### config.mk
export PLATFORM = sky130hd
export DESIGN_NAME = jt900h_regs
export DESIGN_NICKNAME = d
export VERILOG_FILES = /design/src/rtl/jt900h_regs_pkg.sv /design/src/rtl/jt900h_regs_rd.sv /design/src/rtl/jt900h_regs.sv
export SDC_FILE = /design/constraint.sdc
export NUM_CORES = 2
export LEC_CHECK = 0
export ABC_AREA = 1
export CORE_ASPECT_RATIO = 0.75
export CORE_MARGIN = 2
export CORE_UTILIZATION = 42
export CTS_BUF_LIST = sky130_fd_sc_hd__clkbuf_4 sky130_fd_sc_hd__clkbuf_8
export CTS_CLUSTER_DIAMETER = 50
export DETAILED_ROUTE_END_ITERATION = 6
export SYNTH_ARGS = -nofsm -noshare
export SYNTH_HDL_FRONTEND = slang
export SYNTH_HIERARCHICAL = 1
export SYNTH_SLANG_ARGS = --single-unit
### constraint.sdc
create_clock -name clk -period 57.7 [get_ports clk]
set_input_delay 17.31 -clock clk [delete_from_list [all_inputs] [get_ports clk]]
set_output_delay 17.31 -clock clk [all_outputs]
set_load 0.05 [all_outputs]
### src/rtl/jt900h_regs_pkg.sv
// Shared constants, types and decode helpers for the TLCS-900H register file.
// Region bases, width one-hot codes and byte-lane helpers live here so both ports agree.
package jt900h_regs_pkg;

    localparam int RFP_W = 2;
    localparam int NREGS = 20;  // 4 banks x 4 registers, then XIX, XIY, XIZ, XSP

    localparam logic [7:0] REG_BANK0 = 8'h00;
    localparam logic [7:0] REG_PREV  = 8'hD0;
    localparam logic [7:0] REG_CUR   = 8'hE0;
    localparam logic [7:0] REG_DED   = 8'hF0;

    localparam logic [2:0] W_BYTE = 3'b001;
    localparam logic [2:0] W_WORD = 3'b010;
    localparam logic [2:0] W_LONG = 3'b100;

    typedef logic [RFP_W-1:0] rfp_t;

    typedef struct packed {
        logic       hit;
        logic [4:0] idx;
    } reg_sel_t;

    // Maps a byte address to a storage index; bank-relative regions use the given rfp.
    function automatic reg_sel_t reg_decode(input logic [7:0] a, input rfp_t rfp);
        reg_sel_t s;
        rfp_t     prev;
        prev  = rfp - 1'b1;
        s.hit = 1'b1;
        s.idx = '0;
        if (a[7:6] == REG_BANK0[7:6])     s.idx = {1'b0, a[5:2]};
        else if (a[7:4] == REG_PREV[7:4]) s.idx = {1'b0, prev, a[3:2]};
        else if (a[7:4] == REG_CUR[7:4])  s.idx = {1'b0, rfp, a[3:2]};
        else if (a[7:4] == REG_DED[7:4])  s.idx = {3'b100, a[3:2]};
        else                              s.hit = 1'b0;
        return s;
    endfunction

    function automatic logic [3:0] byte_en(input logic [2:0] w, input logic [1:0] lane);
        case (w)
            W_BYTE:  return 4'b0001 << lane;
            W_WORD:  return lane[1] ? 4'b1100 : 4'b0011;
            W_LONG:  return 4'b1111;
            default: return 4'b0000;
        endcase
    endfunction

    // Replicating right-aligned data across lanes lets byte_en pick the right copy.
    function automatic logic [31:0] lane_data(input logic [2:0] w, input logic [31:0] d);
        case (w)
            W_BYTE:  return {4{d[7:0]}};
            W_WORD:  return {2{d[15:0]}};
            default: return d;
        endcase
    endfunction

endpackage

### src/rtl/jt900h_regs_rd.sv
// One combinational read port: address decode, width alignment and zero-fill.
module jt900h_regs_rd
    import jt900h_regs_pkg::*;
(
    input  logic [7:0]             addr,
    input  logic [2:0]             width,
    input  rfp_t                   rfp,
    input  logic [NREGS-1:0][31:0] regs,
    output logic [31:0]            data
);

    reg_sel_t    sel;
    logic [31:0] word;

    // NOTE: every always_comb output gets a default first so no path can infer a latch.
    always_comb begin
        sel  = reg_decode(addr, rfp);
        word = sel.hit ? regs[sel.idx] : 32'd0;
        data = 32'd0;
        case (width)
            W_BYTE:  data = {24'd0, word[{addr[1:0], 3'b000} +: 8]};
            W_WORD:  data = {16'd0, addr[1] ? word[31:16] : word[15:0]};
            W_LONG:  data = word;
            default: data = 32'd0;
        endcase
    end

endmodule

### src/rtl/jt900h_regs.sv
// TLCS-900H register file: banked XWA..XHL, dedicated XIX..XSP, RFP, two read ports,
// delayed ALU write-back port and a memory-load write port that wins on overlap.
module jt900h_regs
    import jt900h_regs_pkg::*;
#(
    parameter logic [31:0] SP_RST = 32'h0000_0100
)(
    input  logic        clk,
    input  logic        rst,
    input  logic        cen,
    input  logic [7:0]  rd0_a,
    input  logic [7:0]  rd1_a,
    input  logic [2:0]  rd_w,
    output logic [31:0] op0,
    output logic [31:0] op1,
    input  logic [7:0]  wb_a,
    input  logic [2:0]  alu_we,
    input  logic [31:0] alu_dout,
    input  logic [2:0]  ld_we,
    input  logic [7:0]  ld_a,
    input  logic [31:0] ld_din,
    input  logic        rfp_ld,
    input  logic [1:0]  rfp_din,
    input  logic        rfp_inc,
    input  logic        rfp_dec,
    output logic [1:0]  rfp
);

    logic [NREGS-1:0][31:0] regs;
    logic [7:0]             wb_q;
    rfp_t                   rfp_q;

    reg_sel_t    alu_sel, ld_sel;
    logic [3:0]  alu_be, ld_be;
    logic [31:0] alu_lanes, ld_lanes;

    assign rfp = rfp_q;

    // Both write ports decode with the pre-edge rfp, so a same-edge RFP change is not seen.
    assign alu_sel   = reg_decode(wb_q, rfp_q);
    assign ld_sel    = reg_decode(ld_a, rfp_q);
    assign alu_be    = byte_en(alu_we, wb_q[1:0]);
    assign ld_be     = byte_en(ld_we, ld_a[1:0]);
    assign alu_lanes = lane_data(alu_we, alu_dout);
    assign ld_lanes  = lane_data(ld_we, ld_din);

    // NOTE: state uses non-blocking assignments so every register samples pre-edge values.
    always_ff @(posedge clk or posedge rst) begin
        if (rst) begin
            // NOTE: the storage array is reset because software relies on zeroed banks and XSP.
            regs            <= '0;
            regs[NREGS-1]   <= SP_RST;
            wb_q            <= '0;
            rfp_q           <= '0;
        end else if (cen) begin
            wb_q <= wb_a;
            if (rfp_ld)       rfp_q <= rfp_din;
            else if (rfp_inc) rfp_q <= rfp_q + 1'b1;
            else if (rfp_dec) rfp_q <= rfp_q - 1'b1;

            for (int i = 0; i < NREGS; i++) begin
                for (int b = 0; b < 4; b++) begin
                    if (ld_sel.hit && ld_sel.idx == 5'(i) && ld_be[b])
                        regs[i][b*8 +: 8] <= ld_lanes[b*8 +: 8];
                    else if (alu_sel.hit && alu_sel.idx == 5'(i) && alu_be[b])
                        regs[i][b*8 +: 8] <= alu_lanes[b*8 +: 8];
                end
            end
        end
    end

    jt900h_regs_rd u_rd0 (
        .addr  (rd0_a),
        .width (rd_w),
        .rfp   (rfp_q),
        .regs  (regs),
        .data  (op0)
    );

    jt900h_regs_rd u_rd1 (
        .addr  (rd1_a),
        .width (rd_w),
        .rfp   (rfp_q),
        .regs  (regs),
        .data  (op1)
    );

endmodule

# Word-level counts from Yosys, hierarchy flattened
# Index checks and enable logic that the tools add are counted.
totals:
  ff_bits: 650
  latchBits: 0
  mem_bits_rw: 0
  rom_bits: 0
  in_bits: 113
  elab_cells: 728
  mem_count: 0
op_classes:
  n_addsub: 2
  n_mul: 0
  div: 0
  n_lt_le_gt_ge: 2
  eq_ne: 59
  shifts: 4
  mux: 211
  bitwise: 0
  reduce_logical: 368
op_table:
  columns: ["cell", "count"]
  rows:
  - ["2-to-1 mux 8 bit", 160]
  - ["binary-select mux 32 bit (select 5 bit)", 2]
  - ["logical AND 1 bit", 200]
  - ["one-hot mux 32 bit (3 select lines)", 2]
  - ["AND reduction 2 bit", 81]
  - ["nonzero test 2 bit", 80]
  - ["2-to-1 mux 32 bit", 4]
  - ["one-hot mux 32 bit (2 select lines)", 2]
  - ["equality test 5 x 4 -> 1 bit, second input constant", 16]
  - ["2-to-1 mux 5 bit", 16]
  - ["variable part select 32 x 6 -> 8 bit", 2]
  - ["equality test 4 bit, second input constant", 12]
  - ["equality test 5 x 3 -> 1 bit, second input constant", 8]
  - ["equality test 5 bit, second input constant", 8]
  - ["2-to-1 mux 16 bit", 2]
  - ["one-hot mux 4 bit (3 select lines)", 2]
  - ["equality test 5 x 2 -> 1 bit, second input constant", 4]
  - ["2-to-1 mux 1 bit", 16]
  - ["less-than comparator 5 x 6 -> 1 bit, second input constant", 2]
  - ["equality test 5 x 1 -> 1 bit, second input constant", 2]
  - ["zero test 5 bit", 2]
  - ["equality test 3 x 1 -> 1 bit, second input constant", 3]
  - ["equality test 3 x 2 -> 1 bit, second input constant", 3]
  - ["equality test 3 bit, second input constant", 3]
  - ["other kinds (7)", 14]

# Logic depth before layout (Yosys ltp)
depth:
  depth_word: 10
  ltp_mapped: 18

# Modules after synthesis
# Netlist, hierarchy kept.
by_module_without_submodules:
  columns: ["module", "instances", "cells_per_inst", "area_per_inst_um2", "seq_area_each_um2"]
  rows:
  - ["jt900h_regs", 1, 5225, 36613.9, 16266.9]
  - ["jt900h_regs_rd at u_rd1", 1, 1592, 7156.9, 0.0]
  - ["jt900h_regs_rd at u_rd0", 1, 1560, 7003.0, 0.0]

# Worst setup path after synthesis
# No wires, ideal clock.
synth_timing:
  kind: "input -> output"
  from: "in rd1_a[6]"
  to: "out op1[15]"
  arrival_ps: 19668
  path_slack_ps: 20722
  path_stages: 13
  path_buffers: 2
  path_cell_list: "nor2_1 inv_2 nand2_4 nand2_4 inv_4 buf_6 buf_2 o21ai_0 o22ai_1 nand2_1 nand2_1 a21oi_1 o21ai_0"
synth_between:
  elab_chain_cells: 10
  word_cells_on_any_way: 17
  cone_classes: "eq/ne (3); mux (13); reduce/logical (1)"
synth_lines:
  columns: ["item", "line", "source"]
  rows:
  - ["from (decl)", "jt900h_regs.sv:12", "input logic [7:0] rd1_a,"]
  - ["equality test 4 bit", "jt900h_regs_pkg.sv:34", "else if (a[7:4] == REG_DED[7:4]) s.idx = {3'b100, a[3:2]};"]
  - ["2-to-1 mux 5 bit", "jt900h_regs_pkg.sv:34", null]
  - ["2-to-1 mux 5 bit", "jt900h_regs_pkg.sv:33", "else if (a[7:4] == REG_CUR[7:4]) s.idx = {1'b0, rfp, a[3:2]};"]
  - ["2-to-1 mux 5 bit", "jt900h_regs_pkg.sv:32", "else if (a[7:4] == REG_PREV[7:4]) s.idx = {1'b0, prev, a[3:2]};"]
  - ["2-to-1 mux 5 bit", "jt900h_regs_pkg.sv:31", "if (a[7:6] == REG_BANK0[7:6]) s.idx = {1'b0, a[5:2]};"]
  - ["binary-select mux 32 bit (select 5 bit)", "jt900h_regs_rd.sv:18", "word = sel.hit ? regs[sel.idx] : 32'd0;"]
  - ["2-to-1 mux 32 bit (implied by the code)", "jt900h_regs_rd.sv:18", null]
  - ["2-to-1 mux 32 bit *", "jt900h_regs_rd.sv:18", null]
  - ["2-to-1 mux 16 bit", "jt900h_regs_rd.sv:22", "W_WORD: data = {16'd0, addr[1] ? word[31:16] : word[15:0]};"]
  - ["one-hot mux 32 bit (3 select lines) *", "jt900h_regs_rd.sv:20", "case (width)"]
  - ["to (decl)", "jt900h_regs.sv:15", "output logic [31:0] op1,"]
# Every way passes the cells marked *; elsewhere a longest branch is shown, timed or not. The select of a mux whose other input is x is not followed.

# Worst setup path after layout
layout_timing:
  from: "in rd0_a[7]"
  to: "out op0[0]"
layout_between:
  elab_chain_cells: 10
  word_cells_on_any_way: 18
  cone_classes: "eq/ne (3); shift (1); mux (13); reduce/logical (1)"
layout_lines:
  columns: ["item", "line", "source"]
  rows:
  - ["from (decl)", "jt900h_regs.sv:11", "input logic [7:0] rd0_a,"]
  - ["equality test 4 bit", "jt900h_regs_pkg.sv:34", null]
  - ["2-to-1 mux 5 bit", "jt900h_regs_pkg.sv:34", null]
  - ["2-to-1 mux 5 bit", "jt900h_regs_pkg.sv:33", null]
  - ["2-to-1 mux 5 bit", "jt900h_regs_pkg.sv:32", null]
  - ["2-to-1 mux 5 bit", "jt900h_regs_pkg.sv:31", null]
  - ["binary-select mux 32 bit (select 5 bit)", "jt900h_regs_rd.sv:18", null]
  - ["2-to-1 mux 32 bit (implied by the code)", "jt900h_regs_rd.sv:18", null]
  - ["2-to-1 mux 32 bit *", "jt900h_regs_rd.sv:18", null]
  - ["variable part select 32 x 6 -> 8 bit / 2-to-1 mux 16 bit (equally long branches)", "jt900h_regs_rd.sv:21, jt900h_regs_rd.sv:22", null]
  - ["one-hot mux 32 bit (3 select lines) *", "jt900h_regs_rd.sv:20", null]
  - ["to (decl)", "jt900h_regs.sv:14", "output logic [31:0] op0,"]
# Marks and branches as above.

==> flow_metrics.tcl <==
set metrics [dict create \
    fp-row-count 110 \
    highest_layer "met5" \
    slew_headroom 0.09735 \
    yosys.area_share.adder 0 \
    wire_per_inst_um 26.36 \
    async_reset_ff_frac 1.000 \
    drc 8 \
    die_area_um2 123700 \
    cts_setup_buffers 0 \
    crit_top_cell "nand3_1" \
    grt_max_degree 137 \
    startpoint_type "input pin" \
    routed-wl-met2_um 101700 \
    end_kind "output port" \
    synth_seq_area_share 0.3204 \
    cts-buffers-inserted 117 \
    synth_top_flop_cell "dfrtp_1" \
    powerDensity_nw_per_um2 29.53 \
    yosys.area.top_type "dfrtp_1" \
    port_buffers 178 \
    violations "design-rule violations" \
    wl_met1_um 100400 \
    start_util 0.4231 \
    instances_no_fill 9939 \
    worst_pin_slew_ns 1.350 \
    ios 179 \
    wirelength_um 262000 \
    synth_top_family_by_area "simple AND/OR/NAND/NOR gates" \
    layout_setup_ws_ns 16.80 \
    cts-hold-fix-buffers 0 \
    setup-violations-final 0 \
    gp_congestion 1.032 \
    die_y_um 305.1 \
    netlist_area_um2 50770 \
    synthCells 8377 \
    hold_slack_ns 0.4951 \
    drtIter0Drc 10910 \
    period_minus_slack_ns 40.90 \
    synth_top_cell_area_share 0.3199 \
    synth_commonest_cells "nand2_1 (3,988), nand3_1 (1,359), dfrtp_1 (649)" \
    h-tree-depth 3 \
    first_pass_iters 7 \
    grt_usage 0.4112 \
    drv_slew 0 \
    irDropWorstVdd_mv 0.02029 \
    grt_pass1_wl_um 378400 \
    via_count 61420 \
    hold_viol_final 0 \
    maxCapViolations 0 \
    cts_sinks 650 \
    hold_path_class "reg -> reg" \
    outcome "complete, but fails checks" \
    cp_max_fo 81 \
    place_inst 9711 \
    multi_input_area_um2 30850 \
    seq_area_um2 16270 \
    tns_ns 0 \
    clk_pin_slew_ns 0.07 \
    worstSetupPathType "in -> out" \
    area_delta_synth_final_pct 9.384 \
    cp_slowest_cell "buf_4" \
    antenna_found_initial 14 \
    dpl-instance-area_um2 52820 \
    fmax_mhz 24.45 \
    gr-total-overflow 0 \
    via_per_inst 6.179 \
    p_leak_nw 28.17 \
    nFillCells 12610 \
    syn_nets 8490 \
    hpwl_um 166700 \
    synth-seq-cells 650 \
    synth-simple-area-share 0.5234 \
    fin_area_um2 55540 \
    slowest_delay_ns 0.87 \
    synth.most_common_cell "nand2_1" \
    cts_resized 0 \
    synthXorXnorAreaFrac 0.0005175 \
    clk_path_buf_depth 3 \
    clk_latency_ns 0.89 \
    drive_gt1_frac 0.07612 \
    synth.area.mux_share 0 \
    ys_types 42 \
    ant_nets 0 \
    die_x_um 405.5 \
    wl_met3_um 40380 \
    finalNetCount 8319 \
    critPathArrivalTime_ns 23.59 \
    avgSynthCellArea_um2 6.061 \
    synth_compound_area_frac 0.08100 \
    cts-root-buf "clkbuf_8" \
    fin_skew_ns 0.04148 \
    finish.utilization 0.4628 \
    synth_edf_count 0 \
    ys_top_cells_by_area "dfrtp_1 (32%), nand2_1 (29%), nand3_1 (13%)" \
    total_power_mw 1.640 \
    synth_warnings 6 \
    grt_pass1_vias 54240 \
    worstPathRequired_ns 40.39 \
    place_ws_ns 17.17 \
    core_um2 120000 \
    path_cells "clkdlybuf4s50_1 -> nand2_1 -> inv_2 -> nand2_2 -> nand2_4 -> nand2_8 -> buf_4 -> buf_4 -> buf_4 -> nand2_1 -> nand3_1 -> nand3_1 -> nand3_1 -> nand3_1 -> nand3_1 -> nand3_1 -> a21oi_1 -> clkdlybuf4s50_1" \
    rsz0062_at_grt "false" \
    finalCritPeriodShare 0.7088 \
    cts_tree "built" \
]
-- state kept, by name (all words and copies together), names as in the netlist --
name and count:
regs 640, rfp 2, wb_q 8
-- where the power goes --
| part | leakage (nW) | switching, mW | internal [mW] |
|---|---|---|---|
| sequential | 8.57 | 0.0888 | 0.534 |
| clock | 1.42 | 0.238 | 0.285 |
| combinational | 18.2 | 0.352 | 0.142 |
-- per-layer routing --
metal,global-route usage,up-vias
met5,0,-
met3,0.1494,994
li1,-,27120
met2,0.5491,4815
met4,0.2537,20
met1,0.5573,28470
-- cell families after synthesis --
logic type | Yosys count
AOI/OAI and AO/OA | 757
xor gates and xnor gates | 3
buffers and inverters | 850
DFF | 650
and+or+nand+nor | 6117
-- cell type report --
type	instances	area share
multi-input cells	6877	0.5554
clock inverters	41	0.008043
well taps	1624	0.03659
repair buffers	299	0.04801
inverters	261	0.01818
clock buffers	175	0.04033
diodes	12	0.0005407
flip-flops and latches	650	0.2929
-- cells in the final DEF, fill, tap and decap left out, types with 5 or more instances in the layout --
master	Yosys	final
nand2_8	0	5
o211ai_1	8	8
a21oi_4	10	12
buf_4	36	120
nand3b_1	18	18
a31o_2	6	6
nand3_1	1359	1359
inv_1	195	191
buf_2	282	9
clkbuf_8	0	150
o21ai_0	388	379
bufinv_16	0	8
diode_2	0	12
clkdlybuf4s50_1	0	166
o21ai_2	3	6
nor2_1	278	275
o21ai_1	114	118
nand3_4	40	40
nand4_1	297	297
nor3_1	8	6
clkinvlp_4	0	5
inv_6	0	8
nor2_4	9	10
a21oi_1	145	144
clkbuf_4	0	27
nand3_2	22	22
clkinv_2	3	23
nand2_2	83	84
a21oi_2	15	14
o22ai_1	64	64
inv_2	56	58
dfrtp_1	649	649
nand2_1	3988	3987
-- path summary, 6_finish.rpt --
| check | startpoint | to | slack (ns) | depth (start not counted) |
|---|---|---|---|---|
| hold / removal | regs[616] | regs[616] | 0.50 | 2 |
| setup reg to reg | rfp[0] | regs[164] | 53.35 | 13 |
| max in group asynchronous | rst | regs[252] | 37.06 | 6 |
| setup / recovery | rd0_a[7] | op0[0] | 16.80 | 18 |
| min in group asynchronous | rst | regs[384] | 16.92 | 2 |
| hold reg to reg | regs[616] | regs[616] | 0.50 | 2 |
-- critical path, delay by kind of cell --
family                 cells  cell delay (ns)
buffers and inverters      6             3.67
AND/OR/NAND/NOR           11             2.14
AO/OA/AOI/OAI              1             0.34
Note: power is estimated with default switching activity, not from simulation.
